<file path="src/rtl/car_pkg.sv">
// Shared constants, steering codes and FSM state type for the car speed controller.
// The optional reverse gear is enabled with the SPEED_REVERSE_EN macro.
package car_pkg;

   localparam logic [6:0] Y_NEUTRAL  = 7'd27;
   localparam logic [6:0] Y_MAX      = 7'd54;
   localparam logic [6:0] Y_MIN      = 7'd0;

   localparam logic [1:0] X_STRAIGHT = 2'd0;
   localparam logic [1:0] X_LEFT     = 2'd1;
   localparam logic [1:0] X_RIGHT    = 2'd2;

   typedef enum logic [1:0] {
      S_HOLD = 2'd0,
      S_IDLE = 2'd1,
      S_FWD  = 2'd2,
      S_REV  = 2'd3
   } state_t;

   function automatic logic [6:0] step_toward_neutral(input logic [6:0] y);
      if (y > Y_NEUTRAL)
         return y - 7'd1;
      else if (y < Y_NEUTRAL)
         return y + 7'd1;
      else
         return y;
   endfunction

endpackage

</file>
<file path="src/rtl/speed_ctrl_key_sync.sv">
// Parameterised-width two-flop synchronizer for raw asynchronous key inputs.
module key_sync #(
   parameter int WIDTH = 4
) (
   input  logic             clock_50,
   input  logic             reset,
   input  logic [WIDTH-1:0] async_in,
   output logic [WIDTH-1:0] sync_out
);

   logic [WIDTH-1:0] meta_d, meta_q;
   logic [WIDTH-1:0] sync_d, sync_q;

   always_comb begin
      meta_d = async_in;
      sync_d = meta_q;
   end

   always_ff @(posedge clock_50) begin
      if (reset) begin
         meta_q <= '0;
         sync_q <= '0;
      end else begin
         meta_q <= meta_d;
         sync_q <= sync_d;
      end
   end

   assign sync_out = sync_q;

endmodule

</file>
<file path="src/rtl/speed_ctrl.sv">
// Car speed/steering controller: tick prescaler, coast counter, drive FSM and speed arithmetic.
// Define SPEED_REVERSE_EN to let braking from standstill drive the car into reverse.
module speed_ctrl
   import car_pkg::*;
#(
   parameter int TICK_DIV  = 2500000,
   parameter int COAST_DIV = 4
) (
   input  logic       clock_50,
   input  logic       reset,
   input  logic       drive_en,
   input  logic       key_accel,
   input  logic       key_brake,
   input  logic       key_left,
   input  logic       key_right,
   output logic [1:0] x_speed,
   output logic [6:0] y_speed,
   output logic       stopped,
   output logic       speed_tick
);

   localparam int CNT_W   = (TICK_DIV  > 1) ? $clog2(TICK_DIV)  : 1;
   localparam int COAST_W = (COAST_DIV > 1) ? $clog2(COAST_DIV) : 1;
   localparam logic [CNT_W-1:0]   CNT_LAST   = CNT_W'(TICK_DIV - 1);
   localparam logic [COAST_W-1:0] COAST_LAST = COAST_W'(COAST_DIV - 1);

   logic [3:0] key_s;
   logic       accel_s, brake_s, left_s, right_s;

   key_sync #(.WIDTH(4)) u_key_sync (
      .clock_50 (clock_50),
      .reset    (reset),
      .async_in ({key_accel, key_brake, key_left, key_right}),
      .sync_out (key_s)
   );

   assign {accel_s, brake_s, left_s, right_s} = key_s;

   state_t             state_d, state_q;
   logic [6:0]         y_d, y_q;
   logic [1:0]         x_d, x_q;
   logic [CNT_W-1:0]   cnt_d, cnt_q;
   logic [COAST_W-1:0] coast_d, coast_q;
   logic               tick_d, tick_q;
   logic [6:0]         y_braked;

   // Braking heads toward standstill, or deeper into reverse when the reverse gear exists.
   always_comb begin
`ifdef SPEED_REVERSE_EN
      if (y_q > Y_NEUTRAL)
         y_braked = y_q - 7'd1;
      else if (y_q != Y_MIN)
         y_braked = y_q - 7'd1;
      else
         y_braked = y_q;
`else
      y_braked = (y_q > Y_NEUTRAL) ? y_q - 7'd1 : y_q;
`endif
   end

   always_comb begin
      cnt_d   = (cnt_q == CNT_LAST) ? '0 : cnt_q + 1'b1;
      tick_d  = (cnt_q == CNT_LAST);
      state_d = state_q;
      y_d     = y_q;
      x_d     = x_q;
      coast_d = coast_q;

      if (!drive_en) begin
         state_d = S_HOLD;
         y_d     = Y_NEUTRAL;
         x_d     = X_STRAIGHT;
         coast_d = '0;
      end else if (state_q == S_HOLD) begin
         state_d = S_IDLE;
         x_d     = X_STRAIGHT;
      end else begin
         if (tick_q) begin
            if (brake_s) begin
               coast_d = '0;
               y_d     = y_braked;
            end else if (accel_s) begin
               coast_d = '0;
               y_d     = (y_q < Y_MAX) ? y_q + 7'd1 : Y_MAX;
            end else if (coast_q == COAST_LAST) begin
               coast_d = '0;
               y_d     = step_toward_neutral(y_q);
            end else begin
               coast_d = coast_q + 1'b1;
            end
         end

`ifdef SPEED_REVERSE_EN
         if (y_d > Y_NEUTRAL)
            state_d = S_FWD;
         else if (y_d < Y_NEUTRAL)
            state_d = S_REV;
         else
            state_d = S_IDLE;
`else
         state_d = (y_d > Y_NEUTRAL) ? S_FWD : S_IDLE;
`endif

         // Steering is not tick-gated and only applies while the car is moving.
         if (y_d == Y_NEUTRAL || (left_s && right_s))
            x_d = X_STRAIGHT;
         else if (left_s)
            x_d = X_LEFT;
         else if (right_s)
            x_d = X_RIGHT;
         else
            x_d = X_STRAIGHT;
      end
   end

   always_ff @(posedge clock_50) begin
      if (reset) begin
         state_q <= S_HOLD;
         y_q     <= Y_NEUTRAL;
         x_q     <= X_STRAIGHT;
         cnt_q   <= '0;
         coast_q <= '0;
         tick_q  <= 1'b0;
      end else begin
         state_q <= state_d;
         y_q     <= y_d;
         x_q     <= x_d;
         cnt_q   <= cnt_d;
         coast_q <= coast_d;
         tick_q  <= tick_d;
      end
   end

   assign y_speed    = y_q;
   assign x_speed    = x_q;
   assign speed_tick = tick_q;
   assign stopped    = (y_q == Y_NEUTRAL) && (x_q == X_STRAIGHT);

endmodule

</file>
<file path="config.mk">
export PLATFORM = sky130hd
export DESIGN_NAME = speed_ctrl
export DESIGN_NICKNAME = d
export VERILOG_FILES = /design/src/rtl/car_pkg.sv /design/src/rtl/speed_ctrl_key_sync.sv /design/src/rtl/speed_ctrl.sv
export SDC_FILE = /design/constraint.sdc
export NUM_CORES = 1
export LEC_CHECK = 0
export CAP_MARGIN = 20
export CORE_MARGIN = 3
export CORE_UTILIZATION = 53
export CTS_CLUSTER_SIZE = 16
export DETAILED_ROUTE_END_ITERATION = 16
export PLACE_DENSITY = 0.76
export SLEW_MARGIN = 20
export SYNTH_ARGS = -nofsm -noshare
export SYNTH_HDL_FRONTEND = slang
export SYNTH_SLANG_ARGS = --single-unit
</file>
<file path="constraint.sdc">
create_clock -name clock_50 -period 2.2 [get_ports clock_50]
set_input_delay 0.66 -clock clock_50 [delete_from_list [all_inputs] [get_ports clock_50]]
set_output_delay 0.66 -clock clock_50 [all_outputs]
set_load 0.005 [all_outputs]
</file>
# After elaboration in Yosys (flattened, before gate mapping)
# Cells that the tools add are included.
[op_classes]
muxes = 17
bitwise_logic = 2
order_cmp = 4
n_eq_ne = 4
n_reduce_logical = 11
n_addsub = 4
[op_table]
columns = ["operator", "n"]
rows = [
  ["7-bit 2-to-1 mux", 10],
  ["22-bit by 1-bit adder with 22-bit output (second input constant)", 1],
  ["22-bit == test (second input constant)", 1],
  ["7-bit by 5-bit == test with 1-bit output (second input constant)", 2],
  ["7-bit by 5-bit > comparator with 1-bit output (second input constant)", 2],
  ["2-bit 2-to-1 mux", 5],
  ["7-bit by 1-bit adder with 7-bit output (second input constant)", 1],
  ["7-bit by 5-bit < comparator with 1-bit output (second input constant)", 1],
  ["7-bit by 6-bit < comparator with 1-bit output (second input constant)", 1],
  ["7-bit by 1-bit subtractor with 7-bit output (second input constant)", 1],
  ["5-bit OR reduction", 1],
  ["2-bit logical NOT", 2],
  ["2-bit OR reduction", 2],
  ["4-bit OR reduction", 1],
  ["3-bit OR reduction", 1],
  ["2-bit by 1-bit adder with 2-bit output (second input constant)", 1],
  ["2-bit == test (second input constant)", 1],
  ["1-bit logical AND", 2],
  ["1-bit 2-to-1 mux", 2],
  ["1-bit inverter", 2],
  ["2-bit AND reduction", 1],
  ["1-bit logical OR", 1],
]
[word_totals]
output_inout_bits = 11
ff_bits = 44
inputBits = 7
word_cells = 52

# Longest topological paths before layout
[logic_depth]
depth_word = 12
ltp_mapped = 9
mapped_depth_nobuf = 8

# Cells and area by module
# From an unflattened synthesis, not the netlist that was laid out.
[unflattened]
cells_unflattened = 308
area_unflattened_um2 = 2508.7
[modules_own_cells]
columns = ["mod", "area_each_um2", "seq_area_each_um2", "cells_per_inst", "instances"]
rows = [
  ["speed_ctrl", 2298.5, 720.7, 292, 1],
  ["key_sync", 210.2, 160.2, 16, 1],
]

# Worst setup path before layout
# No wires, ideal clock.
[synth_path]
path_type = "register to register"
from = "register y_q[1] (netlist: y_speed[1])"
to = "register x_q[0] (netlist: x_speed[0])"
arrival_time_ns = 2.060
synth_period_minus_slack_ns = 2.195
slack_ns = 0.005
n_path_buf = 1
stages_incl_launch_ff = 10
required_ns = 2.065
setup_time_ns = 0.135
cell_sequence = "dfxtp_1 -> buf_2 -> inv_1 -> ha_1 -> nor2b_1 -> a32oi_1 -> o311ai_0 -> o221a_2 -> a2111oi_2 -> a31oi_1"
[synth_via]
elab_chain_cells = 12
word_cells_on_any_way = 18
cone_classes = "2 x add/sub; 3 x order compare; 1 x eq/ne; 10 x mux; 2 x reduce/logical"
[synth_rtl]
columns = ["item", "line", "text"]
rows = [
  ["start, declared", "speed_ctrl.sv:40", "logic [6:0] y_d, y_q;"],
  ["start signal, assigned", "speed_ctrl.sv:126", "y_q <= y_d;"],
  ["7-bit by 1-bit adder with 7-bit output / 7-bit by 5-bit < comparator with 1-bit output (equally long branches)", "car_pkg.sv:24, speed_ctrl.sv:84, car_pkg.sv:23", ""],
  ["7-bit 2-to-1 mux", "car_pkg.sv:23", "else if (y < Y_NEUTRAL)"],
  ["7-bit 2-to-1 mux", "car_pkg.sv:21", "if (y > Y_NEUTRAL)"],
  ["7-bit 2-to-1 mux", "speed_ctrl.sv:85", "end else if (coast_q == COAST_LAST) begin"],
  ["7-bit 2-to-1 mux", "speed_ctrl.sv:82", "end else if (accel_s) begin"],
  ["7-bit 2-to-1 mux", "speed_ctrl.sv:79", "if (brake_s) begin"],
  ["7-bit 2-to-1 mux *", "speed_ctrl.sv:78", "if (tick_q) begin"],
  ["7-bit 2-to-1 mux *", "speed_ctrl.sv:74", "end else if (state_q == S_HOLD) begin"],
  ["7-bit 2-to-1 mux *", "speed_ctrl.sv:69", "if (!drive_en) begin"],
  ["7-bit by 5-bit == test with 1-bit output *", "speed_ctrl.sv:105", "if (y_d == Y_NEUTRAL || (left_s && right_s))"],
  ["1-bit logical OR *", "speed_ctrl.sv:105", ""],
  ["4-bit OR reduction (no source line) *", "-", ""],
  ["end signal, assigned", "speed_ctrl.sv:120", "x_q <= X_STRAIGHT;"],
  ["end signal, assigned", "speed_ctrl.sv:127", "x_q <= x_d;"],
  ["end, declared", "speed_ctrl.sv:41", "logic [1:0] x_d, x_q;"],
]
# Mark *: on every way between the ends. The rest lies on a longest branch, timed or not. The select of a mux whose other input is x is not followed.
# A chain may end at the register's enable or synchronous reset.

# Worst setup path after layout
[layout_path]
from = "register y_q[3] (netlist: y_speed[3])"
to = "register state_q[1]"
[layout_via]
elab_chain_cells = 11
word_cells_on_any_way = 17
cone_classes = "2 x add/sub; 4 x order compare; 11 x mux"
[layout_rtl]
columns = ["item", "line", "text"]
rows = [
  ["7-bit by 1-bit adder with 7-bit output / 7-bit by 5-bit < comparator with 1-bit output (equally long branches)", "car_pkg.sv:24, speed_ctrl.sv:84, car_pkg.sv:23", ""],
  ["7-bit 2-to-1 mux", "car_pkg.sv:23", ""],
  ["7-bit 2-to-1 mux", "car_pkg.sv:21", ""],
  ["7-bit 2-to-1 mux", "speed_ctrl.sv:85", ""],
  ["7-bit 2-to-1 mux", "speed_ctrl.sv:82", ""],
  ["7-bit 2-to-1 mux", "speed_ctrl.sv:79", ""],
  ["7-bit 2-to-1 mux *", "speed_ctrl.sv:78", ""],
  ["7-bit 2-to-1 mux *", "speed_ctrl.sv:74", ""],
  ["7-bit 2-to-1 mux *", "speed_ctrl.sv:69", ""],
  ["7-bit by 5-bit > comparator with 1-bit output *", "speed_ctrl.sv:101", "state_d = (y_d > Y_NEUTRAL) ? S_FWD : S_IDLE;"],
  ["2-bit 2-to-1 mux *", "speed_ctrl.sv:101", ""],
  ["end signal, assigned", "speed_ctrl.sv:125", "state_q <= state_d;"],
  ["end, declared", "speed_ctrl.sv:39", "state_t state_d, state_q;"],
]
# Marked as above.

==> out/qor.csv <==
metric;value;unit
status;complete, no violations;
grt_pass1_vias;2260;
dp_slack;-2.89;ps
die-area;0.00570;mm2
power_density;441;mW/mm2
synth_edf_count;0;
ant_nets;0;
vias;2452;
cts_root_buf;clkbuf_8;
h-tree-depth;2;
cts_tree;yes;
crit_type;reg -> reg;
start_kind;register;
synthFlopType;dfxtp_1;
r2r-start;y_speed[3]$_SDFFE_PP1N_;
hold_start;u_key_sync.meta_q[3]$_SDFF_PP0_;
start_util;56.9;%
skew;7.34;ps
combPwrFrac;7.0;%
cts_inserted_buffers;5;
drtIter0Drc;162;
power.total;1.45;mW
dp_hpwl;4.80;mm
end_kind;register;
synth-simple-area-share;29.2;%
synth_compound_area_share;19.4;%
async_reset_ff_share;0;%
postSynthAreaPerCell;8.29;um2
drt_pre_antenna_iters;5;
startpoint;y_speed[3]$_SDFFE_PP1N_;
dieWidth;75.5;um
io_buffers;17;
overflow;0;
ys_ff_latch;44;
fin_ws;26.7;ps
max-slew-margin-rel;67.6;%
p_sw;0.316;mW
cts_num_sinks;44;
via_per_inst;5.89;
synthCells;309;
arrival;2360;ps
grt_start_max_net_pins;13;
synth-seq-area-share;34.4;%
rows;24;
hold_class;reg -> reg;
fin_crit_sh;98.8;%
wl_per_cell;15.8;um
synth-adder-area-share;1.95;%
synth-xor-area-share;7.52;%
grt.total_usage;24.5;%
fillCellCount;332;
die_y;75.5;um
gp_congestion;0.940;
max_freq;460;MHz
swShare;21.8;%
cellLeakagePower;1.29;nW
ys_warn_count;0;
grt_pass1_wl;10.7;mm
r2r_end;state_q[1]$_SDFF_PP0_;
clk_latency;290;ps
yosysUniqueCellTypes;63;
period_minus_slack;2170;ps
setup_viol;0;
synth_area;0.00256;mm2
ff2ff_path_depth;8;
muxShareOfSynthArea;0.781;%
tightest_slew;483;ps
drive_gt1_share;24.2;%
clockPowerShare;36.7;%
hold_violations;0;
finalMaxSlewViolations;0;
rsz0062_at_grt;true;
area_delta_synth_final;28.3;%
core-area;0.00450;mm2
nets;375;
p_seq_share;56.3;%
synth_nets;320;
hold_buffers;0;
final_cells;416;
cp.required;2390;ps
whs_path_depth;1;
totalWireLength;6.59;mm
antenna_found_initial;0;
rrSetupSlack;30;ps
pin_count;18;
crit_fanout;8;
p_int;1.14;mW
cts_buffer_depth;2;
drc;0;
synth_top_family_by_area;simple AND/OR/NAND/NOR gates;
clkTransAtPathRegs;80;ps
hold_end;u_key_sync.sync_out[3]$_SDFF_PP0_;
diodes;0;
irDropWorstVdd;0.000453;V
dp_cells;401;
max_cap_violations;0;
-- cells by family (layout without fill, tap and decap cells) --
group	after synthesis	in the layout
flops	44	44
fa+ha+maj	4	4
mux	2	2
compound gates	65	65
simple gates	139	139
buf+inv	33	88
xor+xnor	22	22
-- worst max-delay path: stages (launching register included) --
cell and delay, ps:
dfxtp_4 380, buf_4 150, a211oi_1 420, o31a_1 200, a211oi_1 50, o221a_2 340
buf_4 150, a21o_1 170, a31o_1 210
-- registers in the layout, summed over array words and instances (netlist names) --
| register | count |
|---|---|
| cnt_q | 22 |
| y_speed | 7 |
| u_key_sync.meta_q | 4 |
| u_key_sync.sync_out | 4 |
| coast_q | 2 |
| state_q | 2 |
| x_speed | 2 |
| speed_tick | 1 |
-- per-layer routing --
| layer | vias up | global-route usage, % | part of all wire [%] |
|---|---|---|---|
| met2 | 79 | 38.4 | 46 |
| met3 | 10 | 4.35 | 5.2 |
| li1 | 1230 | - | - |
| met1 | 1133 | 34.6 | 47 |
| met4 | 0 | 6.60 | 1.2 |
| met5 | - | 0 | 0 |
-- layout make-up --
class                           instances  area, um2  share of cell area, %
Clock buffer                            7       96.3                   2.93
Inverter                               11       46.3                   1.41
Multi-Input combinational cell        232       1610                   48.9
Sequential cell                        44        895                   27.2
Tap cell                               52       65.1                   1.98
Timing Repair Buffer                   70        578                   17.6
-- through the flow --
| stage | area [um2] | setup TNS [ps] | hold slack, ps | utilization, % |
|---|---|---|---|---|
| 2_1_floorplan | 2560 | 0 | 414 | - |
| 3_3_place_gp | 3010 | 0 | 418 | 66.8 |
| 3_5_place_dp | 3010 | -2.89 | 425 | 66.8 |
| 4_1_cts | 3130 | 0 | 444 | 69.6 |
| 5_1_grt | 3290 | -59.6 | 460 | 73.0 |
| 6_report | 3290 | 0 | 440 | 73.0 |
-- Yosys cell counts (5+ instances only) --
library cell | number | share of area, %
a21o_1 | 5 | 1.5
a21oi_1 | 12 | 2.3
buf_6 | 5 | 2.2
dfxtp_1 | 44 | 34
nor4_1 | 6 | 1.5
xor2_1 | 10 | 3.4
nand2_1 | 17 | 2.5
nor3_1 | 8 | 1.6
nor2b_1 | 13 | 3.2
clkbuf_1 | 8 | 1.2
inv_1 | 11 | 1.6
and4_1 | 5 | 1.7
buf_2 | 8 | 1.6
o211ai_1 | 6 | 1.8
xnor2_1 | 12 | 4.1
nand4_1 | 5 | 1.2
nor2_1 | 43 | 6.3
a31oi_1 | 6 | 1.5
nand3_1 | 13 | 2.5
-- placed cells by master (no fill, tap or decap), types with 4 or more instances in the layout --
cell             count
a31oi_1              6
a21oi_1             12
buf_4               50
xnor2_1             12
and4_1               5
and3_1               4
xor2_1              10
nor2b_1             13
nor3_1               8
nand2_1             17
inv_1                9
o211ai_1             6
nor2_1              43
a21o_1               5
nand2b_1             4
clkbuf_8             7
dfxtp_1             39
nand3_1             13
clkdlybuf4s50_1     16
nand4_1              5
or3_1                4
-- power by group through the flow --
| stage | Combinational (mW) | Clock [mW] | Sequential [mW] |
|---|---|---|---|
| after CTS | 0.0948 | 0.543 | 0.819 |
| after detailed placement | 0.0943 | 0 | 0.838 |
| after global placement | 0.0931 | 0 | 0.837 |
| final | 0.101 | 0.533 | 0.816 |
| after global routing | 0.114 | 0.566 | 0.818 |
| after floorplan | 0.0576 | 0 | 0.832 |
-- how the worst max path moves through the flow --
stage | endpoint | cells after the start
5_1_grt | stopped | 4
3_5_place_dp | state_q[1]$_SDFF_PP0_ | 7
3_3_place_gp | y_speed[1]$_SDFFE_PP1N_ | 8
2_1_floorplan | x_speed[0]$_SDFF_PP0_ | 9
6_report | state_q[1]$_SDFF_PP0_ | 8
4_1_cts | state_q[1]$_SDFF_PP0_ | 8
-- what timing repair did --
item,in CTS,in global routing
setup buffers,3,6
resized for setup,6,28
pin swaps,2,9
endpoints found under the setup margin,3,9
Power figures use the tool's default switching activity.
